<file path="config.mk">
export PLATFORM = sky130hd
export DESIGN_NAME = seven_sensor_frame_tx
export DESIGN_NICKNAME = d
export VERILOG_FILES = /design/src/rtl/seven_sensor_frame_tx.sv
export SDC_FILE = /design/constraint.sdc
export NUM_CORES = 1
export LEC_CHECK = 0
export ABC_AREA = 1
export ABC_CLOCK_PERIOD_IN_PS = 4500
export CAP_MARGIN = 20
export CORE_UTILIZATION = 32
export DETAILED_ROUTE_END_ITERATION = 10
export PLACE_DENSITY_LB_ADDON = 0.3
export SETUP_SLACK_MARGIN = 0.2
export SYNTH_ARGS = -nofsm -noshare
export SYNTH_HDL_FRONTEND = slang
export SYNTH_SLANG_ARGS = --single-unit
</file>
<file path="constraint.sdc">
create_clock -name Clock -period 4.5 [get_ports Clock]
set_clock_uncertainty 0.1 [all_clocks]
set_input_delay 0.675 -clock Clock [delete_from_list [all_inputs] [get_ports Clock]]
set_output_delay 0.675 -clock Clock [all_outputs]
set_load 0.005 [all_outputs]
</file>
<file path="src/rtl/seven_sensor_frame_tx.sv">
// Snapshots seven sensors on load, sends start|X1..X7|quorum|even parity|stop, each bit held BIT_CYCLES clocks.
// busy rises the cycle after load, 11*BIT_CYCLES busy cycles, then a one-cycle done; load while busy is dropped.
module seven_sensor_frame_tx #(
    parameter int BIT_CYCLES = 4
) (
    input  logic       Clock,
    input  logic       Resetn,
    input  logic       X1,
    input  logic       X2,
    input  logic       X3,
    input  logic       X4,
    input  logic       X5,
    input  logic       X6,
    input  logic       X7,
    input  logic       load,
    output logic       tx,
    output logic       busy,
    output logic       done,
    output logic [2:0] count,
    output logic       quorum
);

    typedef enum logic [2:0] {IDLE, START, DATA, QUOR, PAR, STOP} state_t;

    localparam logic [7:0] LAST = 8'(BIT_CYCLES - 1);

    state_t     state_q;
    logic [7:0] cyc_q;
    logic [2:0] bit_q;
    logic [6:0] data_q;
    logic [2:0] count_q;
    logic       quorum_q;
    logic       parity_q;
    logic       tx_q;
    logic       busy_q;
    logic       done_q;

    logic [6:0] sensors_d;
    logic [2:0] count_d;
    logic       quorum_d;
    logic       parity_d;
    logic       wrap;

    always_comb begin
        sensors_d = {X7, X6, X5, X4, X3, X2, X1};
        count_d   = {2'b00, X1} + {2'b00, X2} + {2'b00, X3} + {2'b00, X4}
                  + {2'b00, X5} + {2'b00, X6} + {2'b00, X7};
        // count of 6 or 7 is exactly the codes with both upper bits set
        quorum_d  = count_d[2] & count_d[1];
        parity_d  = (^sensors_d) ^ quorum_d;
        wrap      = (cyc_q == LAST);
    end

    always_ff @(posedge Clock) begin
        if (!Resetn) begin
            state_q  <= IDLE;
            cyc_q    <= 8'd0;
            bit_q    <= 3'd0;
            data_q   <= 7'd0;
            count_q  <= 3'd0;
            quorum_q <= 1'b0;
            parity_q <= 1'b0;
            tx_q     <= 1'b1;
            busy_q   <= 1'b0;
            done_q   <= 1'b0;
        end else begin
            done_q <= 1'b0;
            if (state_q != IDLE) begin
                cyc_q <= wrap ? 8'd0 : cyc_q + 8'd1;
            end
            case (state_q)
                IDLE: begin
                    if (load) begin
                        data_q   <= sensors_d;
                        count_q  <= count_d;
                        quorum_q <= quorum_d;
                        parity_q <= parity_d;
                        cyc_q    <= 8'd0;
                        bit_q    <= 3'd0;
                        tx_q     <= 1'b0;
                        busy_q   <= 1'b1;
                        state_q  <= START;
                    end
                end
                START: begin
                    if (wrap) begin
                        tx_q    <= data_q[0];
                        state_q <= DATA;
                    end
                end
                DATA: begin
                    if (wrap) begin
                        if (bit_q == 3'd6) begin
                            tx_q    <= quorum_q;
                            state_q <= QUOR;
                        end else begin
                            // data_q shifts right so the next bit is always at [1]
                            data_q <= {1'b0, data_q[6:1]};
                            tx_q   <= data_q[1];
                            bit_q  <= bit_q + 3'd1;
                        end
                    end
                end
                QUOR: begin
                    if (wrap) begin
                        tx_q    <= parity_q;
                        state_q <= PAR;
                    end
                end
                PAR: begin
                    if (wrap) begin
                        tx_q    <= 1'b1;
                        state_q <= STOP;
                    end
                end
                STOP: begin
                    if (wrap) begin
                        busy_q  <= 1'b0;
                        done_q  <= 1'b1;
                        state_q <= IDLE;
                    end
                end
                default: begin
                    tx_q    <= 1'b1;
                    busy_q  <= 1'b0;
                    state_q <= IDLE;
                end
            endcase
        end
    end

    assign tx     = tx_q;
    assign busy   = busy_q;
    assign done   = done_q;
    assign count  = count_q;
    assign quorum = quorum_q;

endmodule

</file>
==> summary.md <==
| Metric | Value |
|---|---|
| Cell area after layout | `1970 um2` |
| CTS H-tree depth | `2` |
| Crit Reg-Reg Startpoint | `cyc_q[0]` |
| Worst-Skew Late Latency | `290 ps` |
| CTS tree | `built` |
| Fin. Hold Viols | `0` |
| Post-Synthesis Cells | `235` |
| Crit path kind | `in2reg` |
| Routed len/inst | `10.4 um` |
| RePlAce Congestion | `0.804` |
| Largest net degree at the start of global routing | `17` |
| Leak | `0.868 nW` |
| Fill cells | `533` |
| Final Setup Violations | `0` |
| GRT overflow | `0` |
| Final #Nets | `273` |
| Post-route ant nets | `0` |
| Avg Cell Area, Syn | `7.07 um2` |
| Crit path max fanout | `3` |
| I/O pins | `17` |
| DR pass1 iterations | `4` |
| Worst setup EP type | `flip-flop` |
| Port Buffers | `16` |
| Num CTS Buffers | `5` |
| Vias in the first global route | `1418` |
| DR vias/cell | `4.54` |
| Most common cell after layout, fill and taps aside | `nand2_1` |
| Setup bufs post-CTS | `0` |
| Post-cts resize count | `0` |
| Tmin final | `3780 ps` |
| Sequential area share after synthesis | `35.0%` |
| DR iter-0 viols | `56` |
| Sink Count | `29` |
| Headroom to the max-slew limit | `71.7%` |
| Worst setup SP type | `primary input` |
| Total Routing Usage GR | `15.3%` |
| Register-to-Register Path Depth | `9` |
| Placed cell area | `1890 um2` |
| Core region area | `4850 um2` |
| Synth unique cells | `28` |
| YS warnings | `0` |
| Clock-pin slew on the worst setup and hold paths | `60 ps` |
| # DRC | `0` |
| Hold buffer count at CTS | `0` |
| Data arrival, critical path | `3860 ps` |
| Reg-to-Reg End | `bit_q[2]` |
| Mapped cell area | `1660 um2` |
| Hold path start | `data_q[3]` |
| CTS root buf | `clkbuf_8` |
| Most frequent cells in the layout | `nand2_1, inv_1, dfxtp_1` |
| Area delta synth->final | `18.7%` |
| Via Count | `1468` |
| Endpoint, Worst Hold | `data_q[3]` |
| Post-detail-place hpwl | `2.50 mm` |
| Final hold slack | `353 ps` |
| Worst vdd ir | `166 uV` |
| Slew Limit Fails | `0` |
| Initial antenna violation count | `0` |
| Diode count | `0` |
| Hold Crit Depth | `2` |
| First-pass GRT wire length | `6.24 mm` |
| RSZ-0062 raised after global routing | `no` |
| Slew @ Worst Pin | `424 ps` |
| Rows | `25` |
| Status | `complete, no violations` |
| DRT Wirelength | `3.35 mm` |
| Post-route setup TNS | `0 ps` |
| Die Area | `5480 um2` |
| P per Cell Area | `516 nW/um2` |
| Min-Delay Path Class | `reg2reg` |
| Peak Freq | `265 MHz` |
| Max_cap viols | `0` |
| Die Height | `74.0 um` |
| Die Span X | `74.0 um` |
| R2R Setup Slk | `2720 ps` |
| Worst Path Required | `4580 ps` |
| Net Count, Synth | `253` |
| Flops & latches, synth | `29` |
| Fin crit share | `84.0%` |
| Share of cells above drive strength 1 | `9.77%` |
| Initial core utilization | `34.2%` |
| Max clock buf depth | `2` |
[registers in the layout (all words and copies together) (netlist names)]
name	flops
state_q	3
done	1
cyc_q	8
data_q	7
busy	1
tx	1
count	3
parity_q	1
bit_q	3
quorum	1
[cell usage after synthesis]
cell type	n	share of area, %
ha_1	4	3.0
xor2_1	9	4.7
inv_1	31	7.0
fa_1	4	4.8
nand2_2	7	2.6
inv_2	3	0.68
nand2_4	2	1.4
nand2_1	49	11
nand3_1	15	4.5
nand3b_1	1	0.45
buf_6	1	0.68
nor2_2	1	0.38
nor2_4	1	0.68
a31oi_1	1	0.38
o21ai_0	19	5.7
o21a_1	1	0.45
o21ai_2	2	1.1
a211oi_1	1	0.45
o21ai_1	1	0.30
buf_2	1	0.30
xnor2_1	1	0.53
nor2_1	24	5.4
a21oi_1	19	5.7
nand4_1	2	0.75
a21oi_2	1	0.53
clkbuf_1	2	0.45
nor3_1	3	0.90
dfxtp_1	29	35
[where the power goes]
part	switching, mW	internal, mW	total (mW)
Clock	0.103	0.107	0.210
Combinational	0.272	0.164	0.436
Sequential	0.0470	0.324	0.371
[cell families after synthesis]
kind of cell / count (synthesis) / synth area share (%)
AO/OA/AOI/OAI: 45 / 14.6
XOR/XNOR: 10 / 5.28
adder cells (fa/ha/maj): 8 / 7.84
buffers and inverters: 38 / 9.12
flip-flops: 29 / 35.0
AND/OR/NAND/NOR: 105 / 28.2
[metal layers]
| layer | global-route usage, % | up-vias | routed length, um |
|---|---|---|---|
| met4 | 7.69 | 0 | 66 |
| met2 | 23.8 | 21 | 1440 |
| li1 | - | 784 | - |
| met3 | 5.28 | 7 | 129 |
| met5 | 0 | - | 0 |
| met1 | 18.8 | 656 | 1720 |
[stage by stage]
stage               setup slack [ps]  util [%]  cells  power [mW]
finish                           720      40.6    323        1.02
global route                     582      40.6    323        1.13
CTS                              750      40.6    323        1.03
detailed placement               446      38.9    315       0.815
global placement                 533      38.9    315       0.811
floorplan                       1080         -    235       0.709
[worst max-delay path, stage by stage]
cell	delay, ps
clkdlybuf4s50_1	480
fa_1	560
inv_1	50
fa_1	470
inv_1	50
fa_1	370
fa_1	530
nand2_1	110
xor2_1	150
nand2_1	90
nand3_1	90
nand2_1	40
o21ai_0	140
inv_1	50
[worst max-delay path by stage]
stage,startpoint,to,slack [ps],cells after the start
final,X1,parity_q,720,14
after global routing,X1,parity_q,580,14
after CTS,X1,parity_q,750,14
after detailed placement,X1,parity_q,450,14
after global placement,X1,parity_q,530,14
after floorplan,X1,parity_q,1080,13
[cell type report]
cell class,instances,area (um2),share of cell area [%]
well taps,67,83.8,4.25
inverters,34,128,6.48
clock buffers,6,72.6,3.68
flip-flops and latches,29,581,29.5
clock inverters,2,10.0,0.508
multi-input cells,168,928,47.1
repair buffers,17,168,8.51
(Power assumes the default switching activity.)
